===== src/rtl/ram_fetch_controller_pkg.sv =====
// Shared definitions for the RAM fetch path: fetch FSM encoding, layer
// constants used by the network controller, and the per-layer base address.
package ram_fetch_controller_pkg;

    localparam int NUM_LAYERS = 3;
    localparam int LAYER_W    = 2;

    typedef enum logic [1:0] {
        IDLE,
        ISSUE,
        DRAIN,
        DONE
    } fetch_state_t;

    // Address of word 0 of a layer; callers truncate to their address width.
    function automatic int base_addr(input int layer_num, input int base, input int words);
        return base + layer_num * words;
    endfunction

endpackage


===== src/rtl/ram_fetch_controller.sv =====
// Responder for the RAM_Controll_Start / RAM_done handshake: burst-reads one
// layer's operand words from a synchronous RAM and streams them with their index.
module ram_fetch_controller
    import ram_fetch_controller_pkg::*;
#(
    parameter  int DATA_W    = 8,
    parameter  int ADDR_W    = 8,
    parameter  int NUM_WORDS = 4,
    parameter  int LAYERS    = NUM_LAYERS,
    parameter  int BASE_ADDR = 0,
    localparam int IDX_W     = (NUM_WORDS > 1) ? $clog2(NUM_WORDS) : 1
) (
    input  logic              clk,
    input  logic              reset,
    input  logic              RAM_Controll_Start,
    input  logic [LAYER_W-1:0] layer,
    output logic              ram_en,
    output logic [ADDR_W-1:0] ram_addr,
    input  logic [DATA_W-1:0] ram_rdata,
    output logic              load_en,
    output logic [IDX_W-1:0]  load_idx,
    output logic [DATA_W-1:0] load_data,
    output logic              busy,
    output logic              RAM_done,
    output logic              err
);

    if (NUM_WORDS < 1) begin : g_words_check
        $fatal(1, "NUM_WORDS must be at least 1");
    end
    if (longint'(LAYERS) * NUM_WORDS + BASE_ADDR > (longint'(1) << ADDR_W)) begin : g_addr_check
        $fatal(1, "layer operand block does not fit in the RAM address space");
    end

    fetch_state_t       state;
    logic [LAYER_W-1:0] layer_q;
    logic [IDX_W-1:0]   idx;

    assign load_data = ram_rdata;

    // NOTE: every register here, including the FSM state, is updated with <=
    // so all of them see pre-edge values and ordering inside the block is irrelevant.
    always_ff @(posedge clk or negedge reset) begin
        if (!reset) begin
            // NOTE: async reset clears every flop, so an aborted fetch never reaches DONE.
            state    <= IDLE;
            layer_q  <= '0;
            idx      <= '0;
            ram_en   <= 1'b0;
            ram_addr <= '0;
            load_en  <= 1'b0;
            load_idx <= '0;
            busy     <= 1'b0;
            RAM_done <= 1'b0;
            err      <= 1'b0;
        end else begin
            load_en  <= ram_en;
            load_idx <= idx;
            RAM_done <= 1'b0;
            err      <= 1'b0;

            case (state)
                IDLE, DONE: begin
                    if (RAM_Controll_Start) begin
                        layer_q <= layer;
                        busy    <= 1'b1;
                        // A bad layer spends one busy cycle in DRAIN with nothing
                        // outstanding, so RAM_done/err land one cycle after the start.
                        if (int'(layer) >= LAYERS) begin
                            state <= DRAIN;
                        end else begin
                            ram_en   <= 1'b1;
                            ram_addr <= ADDR_W'(base_addr(int'(layer), BASE_ADDR, NUM_WORDS));
                            idx      <= '0;
                            state    <= ISSUE;
                        end
                    end else begin
                        state <= IDLE;
                    end
                end

                ISSUE: begin
                    if (idx == IDX_W'(NUM_WORDS - 1)) begin
                        ram_en   <= 1'b0;
                        ram_addr <= '0;
                        state    <= DRAIN;
                    end else begin
                        idx      <= idx + 1'b1;
                        ram_addr <= ram_addr + 1'b1;
                    end
                end

                DRAIN: begin
                    busy     <= 1'b0;
                    RAM_done <= 1'b1;
                    err      <= (int'(layer_q) >= LAYERS);
                    state    <= DONE;
                end

                default: state <= IDLE;
            endcase
        end
    end

endmodule


===== config.mk =====
export PLATFORM = sky130hd
export DESIGN_NAME = ram_fetch_controller
export DESIGN_NICKNAME = d
export VERILOG_FILES = /design/src/rtl/ram_fetch_controller_pkg.sv /design/src/rtl/ram_fetch_controller.sv
export SDC_FILE = /design/constraint.sdc
export NUM_CORES = 1
export LEC_CHECK = 0
export CORE_MARGIN = 1
export CORE_UTILIZATION = 39
export CTS_CLUSTER_SIZE = 14
export DETAILED_ROUTE_END_ITERATION = 7
export MAX_ROUTING_LAYER = met4
export PLACE_DENSITY_LB_ADDON = 0.15
export SKIP_LAST_GASP = 1
export SYNTH_ARGS = -nofsm -noshare
export SYNTH_HDL_FRONTEND = slang
export SYNTH_SLANG_ARGS = --single-unit

===== constraint.sdc =====
create_clock -name clk -period 2.2 [get_ports clk]
set_input_delay 0.33 -clock clk [delete_from_list [all_inputs] [get_ports clk]]
set_output_delay 0.33 -clock clk [all_outputs]
set_load 0.01 [all_outputs]

==> flow_summary.yaml, run 1 <==
critical_path:
  required_ns: 2.44
  startpoint: "state[0]$_DFFE_PN0P_"
  worstPathMaxFanout: 16
  regToRegStartpoint: "state[0]$_DFFE_PN0P_"
  end_kind: "flip-flop"
  arrival_ns: 2.06
  path_class: "reg2reg"
  startpoint_type: "flip-flop"
timing:
  slew_headroom_pct: 78.9
  worstMarginPinSlew_ns: 0.312
  slew_violations: 0
  timing.final.crit_period_ns: 1.82
  hold_ws_ns: 0.359
  final_hold_viol_count: 0
  setup_ws_ns: 0.381
  period_share_pct: 82.7
  setup_viol: 0
  finClkSkew_ns: 0.00422
  max_freq_ghz: 0.550
  setup_tns_ns: 0
  rsz0062_at_grt: "false"
detailed_routing:
  final_antenna_net_count: 0
  top_layer: "met4"
  drt_iter0_drc: 8
  via_per_inst: 5.14
  remaining_drc_errors: 0
  met1_length_um: 907
  avgRoutedWirePerCell_um: 12.6
  firstDrtPassIters: 4
  wirelength_um: 1940
  wl_met2_um: 890
  dr_wl_met3_um: 101
  via_count: 792
global_routing:
  antenna_found_initial: 0
  grt_use_total_pct: 16.8
  grt_pass1_wl_um: 3290
  grt_pass1_vias: 730
  grt_max_degree: 22
  grt_remaining_overflow: 0
cts:
  h-tree-depth: 1
  cts_max_path_buffers: 2
  clock-sinks: 21
  cts_hold_buf: 0
  cts_resized: 0
  cts_buffers: 3
  clkTransAtPathRegs_ns: 0.11
  root_buffer: "clkbuf_4"
  cts_setup_buffers: 0
  clock_latency_ns: 0.30
  cts_tree: "yes"
hold_path:
  hold_path_class: "in2async"
synth:
  syn_avg_cell_area_sq_um: 9.64
  ys_ff_latch: 21
  synthCells: 108
  dominantRegCellSynth: "dfrtp_1"
  synth-edff-count: 0
  synth.cell_area_sq_um: 1040
  synth_seq_area_share_pct: 50.5
  yosys_warnings: 0
  synth_nets: 125
  synthArstFlopShare_pct: 100
  ys_types: 26
power_and_ir_drop:
  power_frac_comb_pct: 45.4
  p_leak_nw: 0.553
  net-switching-power_mw: 0.529
  finalPower_mw: 1.42
  peakVddDrop_mv: 0.579
  powerDensity_nw_per_um2: 1130
  switching_share_pct: 37.3
  p_clk_share_pct: 12.6
  seq_power_share_pct: 42.0
  p_int_mw: 0.890
placement:
  dp_worst_setup_slack_ns: 0.335
  placed_area_sq_um: 1220
  place_congestion: 0.830
  dp_hpwl_um: 1450
  io_buffers: 19
  dpl.cell_count: 150
floorplan:
  io_pins: 36
  initial_utilization_pct: 41.6
  fp.dieH_um: 53.7
  die_area_sq_um: 2880
  row_count: 18
  die_x_um: 53.7
  core_area_sq_um: 2500
run_status:
  status: "finished clean"
finish:
  stdcell_area_sq_um: 1250
  fin_nets: 142
  final_layout_size_suffix_gt1_share_pct: 8.87
  post-route-util_pct: 50.1
  synthToLayoutAreaGrowth_pct: 20.2
  n_antenna_cell: 0
  layoutNonFillerInstCount: 154
job:
  drv_cap: 0
==> cell families after synthesis <==
logic type / share of synthesized area [%]
DFF: 50.5
adders and majority gates: 4.81
and+or+nand+nor: 15.0
muxes: 3.12
buffers and inverters: 9.62
AOI/OAI and AO/OA: 16.9
==> worst paths after layout <==
check | end | slack (ns) | cells after the start
max in group asynchronous | ram_addr[6]$_DFFE_PN0P_ | 1.63 | 2
worst max register to register | ram_addr[5]$_DFFE_PN0P_ | 0.38 | 7
worst min-delay path | state[1]$_DFFE_PN0P_ | 0.36 | 2
worst min register to register | load_idx[1]$_DFF_PN0_ | 0.42 | 0
min in group clk | load_idx[1]$_DFF_PN0_ | 0.42 | 0
worst max-delay path | ram_addr[5]$_DFFE_PN0P_ | 0.38 | 7
==> power by group through the flow <==
| stage | Combinational [mW] | Sequential [mW] | Clock, mW |
|---|---|---|---|
| finish | 0.644 | 0.596 | 0.178 |
| global route | 0.738 | 0.620 | 0.210 |
| CTS | 0.652 | 0.598 | 0.188 |
| detailed placement | 0.652 | 0.606 | 0 |
| global placement | 0.642 | 0.600 | 0 |
| floorplan | 0.363 | 0.625 | 0 |
==> flip-flops by register name, summed over array words and instances (netlist names) <==
signal    count
state         2
layer_q       2
ram_en        1
ram_addr      8
load_en       1
idx           2
RAM_done      1
busy          1
err           1
load_idx      2
==> layer usage <==
| layer | GRT usage, % | up-vias |
|---|---|---|
| met5 | - | - |
| met4 | 5.26 | 0 |
| met3 | 5.93 | 5 |
| met2 | 25.5 | 17 |
| met1 | 20.6 | 368 |
| li1 | - | 402 |
==> layout make-up <==
class	count	area (sq um)
clock buffers	4	26.3
well taps	30	37.5
fillers	241	1250
inverters	7	26.3
flip-flops and latches	21	526
multi-input cells	69	415
repair buffers	23	220
==> cell usage in the layout (no fill, tap or decap), types with 2 or more instances in the layout <==
cell and n:
clkdlybuf4s50_1 19, mux2_2 2, ha_1 4, o21ai_0 15, clkbuf_4 3, buf_4 4
nand2_1 12, nor2_1 7, nand3_1 5, and3_1 4, a22oi_1 2, a31oi_1 2
dfrtp_1 21, o31ai_1 2, inv_1 7, a21oi_1 4
==> cell usage after synthesis (2+ instances only) <==
master	count	area, sq um
nand2_1	12	45.0
dfrtp_1	21	526
nor2_1	7	26.3
a21oi_1	4	20.0
inv_1	7	26.3
a22oi_1	2	15.0
o21ai_0	15	75.1
o31ai_1	2	15.0
mux2_2	2	22.5
and3_1	4	25.0
nand3_1	5	25.0
a31oi_1	2	12.5
buf_4	8	60.1
buf_2	2	10.0
ha_1	4	50.1
==> critical path, stage by stage (launching register included) <==
cell and delay [ns]:
dfrtp_1 0.39, inv_1 0.05, ha_1 0.37, nor2b_2 0.16, a31oi_2 0.04, buf_4 0.19
or4_1 0.46, nand3_1 0.09
(Power assumes the default switching activity.)
==> run 2, diff against run 1 <==
Clock period 2.2 ns to 1.8 ns, I/O delays scaled along.
==> flow_summary.yaml, run 2 (synthesis results as in run 1) <==
finish:
  post-route-util_pct: 51.7
  layoutNonFillerInstCount: 157
  nFillCells: 223
  largest_register_ffs: 8
  final_layout_size_suffix_gt1_share_pct: 12.6
  n_antenna_cell: 0
  mostFrequentLayoutCell: "dfrtp_1"
  multi_input_area_sq_um: 432
  area.sequential_sq_um: 526
  most-common-layout-cells: "dfrtp_1 (21), clkdlybuf4s50_1 (19), o21ai_0 (15)"
  stdcell_area_sq_um: 1290
  fin_nets: 145
  top_register: "ram_addr"
  synthToLayoutAreaGrowth_pct: 24.0
cts:
  clock-sinks: 21
  root_buffer: "clkbuf_4"
  cts_buffers: 3
  cts_hold_buf: 0
  cts_max_path_buffers: 2
  h-tree-depth: 1
  cts_tree: "yes"
  clock_latency_ns: 0.30
  cts_setup_buffers: 0
  clkTransAtPathRegs_ns: 0.12
timing:
  setup_ws_ns: 0.105
  final_hold_viol_count: 0
  rsz0062_at_grt: "true"
  slew_headroom_pct: 73.6
  setup_tns_ns: 0
  hold_ws_ns: 0.285
  slew_violations: 0
  period_share_pct: 94.1
  max_freq_ghz: 0.590
  finClkSkew_ns: 0.00334
  timing.final.crit_period_ns: 1.69
  worstMarginPinSlew_ns: 0.396
  setup_viol: 0
power_and_ir_drop:
  powerDensity_nw_per_um2: 1390
  peakVddDrop_mv: 0.693
  power_frac_comb_pct: 46.2
  finalPower_mw: 1.80
  p_clk_share_pct: 12.9
  p_int_mw: 1.11
  net-switching-power_mw: 0.690
  seq_power_share_pct: 40.9
  switching_share_pct: 38.4
  p_leak_nw: 0.572
job:
  drv_cap: 0
detailed_routing:
  via_per_inst: 5.20
  avgRoutedWirePerCell_um: 12.6
  firstDrtPassIters: 4
  wirelength_um: 1980
  remaining_drc_errors: 0
  final_antenna_net_count: 0
  via_count: 817
  drt_iter0_drc: 18
global_routing:
  grtUsageMet2_pct: 24.3
  grt_pass1_vias: 765
  antenna_found_initial: 0
  grt-busiest-layer: "met2"
  globalRouteMet3Util_pct: 2.54
  grt_max_degree: 22
  grt_remaining_overflow: 0
  grt.met1_usage_pct: 22.8
  grt_use_total_pct: 16.7
  grt_pass1_wl_um: 3360
hold_path:
  hold_path_class: "in2async"
critical_path:
  path_class: "reg2reg"
  startpoint_type: "flip-flop"
  regToRegStartpoint: "state[0]$_DFFE_PN0P_"
  required_ns: 2.05
  critPathMaxStageDelay_ns: 0.50
  arrival_ns: 1.94
  rrSetupSlack_ns: 0.11
  slowest_stage: "or4_1"
  worstPathMaxFanout: 16
  startpoint: "state[0]$_DFFE_PN0P_"
  crit_chain: "inv_1 -> ha_2 -> nor2b_4 -> a31oi_4 -> or4_1 -> nand3_1"
  end_kind: "flip-flop"
floorplan:
  die_area_sq_um: 2880
  initial_utilization_pct: 41.6
  die_x_um: 53.7
  fp.dieH_um: 53.7
  row_count: 18
  core_area_sq_um: 2500
  io_pins: 36
placement:
  dp_hpwl_um: 1440
  dp_worst_setup_slack_ns: -0.0246
  place_congestion: 0.784
  dpl.cell_count: 153
  placed_area_sq_um: 1250
  io_buffers: 19
run_status:
  status: "finished clean"
==> run 2: final timing paths <==
kind                                            to  cells past startpoint
min in group clk             load_idx[1]$_DFF_PN0_                      0
hold reg to reg              load_idx[1]$_DFF_PN0_                      0
setup / recovery           ram_addr[5]$_DFFE_PN0P_                      6
setup reg to reg           ram_addr[5]$_DFFE_PN0P_                      6
hold / removal                  RAM_done$_DFF_PN0_                      2
max in group asynchronous  ram_addr[7]$_DFFE_PN0P_                      2
==> run 2: area by class of cell <==
cell class                      instances  share of cell area (%)
Clock buffer                            3                    1.74
Clock inverter                          1                   0.388
Inverter                                7                    2.03
Multi-Input combinational cell         69                    33.4
Sequential cell                        21                    40.7
Tap cell                               30                    2.91
Timing Repair Buffer                   26                    18.8
==> run 2: critical path, delay by kind of cell (launching register included) <==
family / cells / cell delay [ns]
AND/OR/NAND/NOR: 3 / 0.74
adder cells (fa/ha/maj): 1 / 0.32
buffers and inverters: 1 / 0.07
flip-flops: 1 / 0.42
AO/OA/AOI/OAI: 1 / 0.09
==> run 2: power groups by stage <==
| stage | registers (mW) | logic, mW | clock network (mW) |
|---|---|---|---|
| 3_5_place_dp | 0.743 | 0.795 | 0 |
| 2_1_floorplan | 0.763 | 0.444 | 0 |
| 4_1_cts | 0.733 | 0.816 | 0.237 |
| 6_report | 0.735 | 0.830 | 0.233 |
| 3_3_place_gp | 0.735 | 0.781 | 0 |
| 5_1_grt | 0.762 | 0.940 | 0.254 |
==> run 2: repair_timing <==
action                     in CTS  in global routing
pin swaps                       0                  1
setup endpoints to repair       1                  2
gates cloned                    0                  0
resized for setup               1                  2
==> run 2: per-layer routing <==
layer | part of all wire (%) | wire, um | up-vias
met3 | 4.4 | 87 | 2
met4 | 0.66 | 13 | 0
met5 | 0 | 0 | -
met1 | 50 | 981 | 390
met2 | 45 | 894 | 14
li1 | - | - | 411
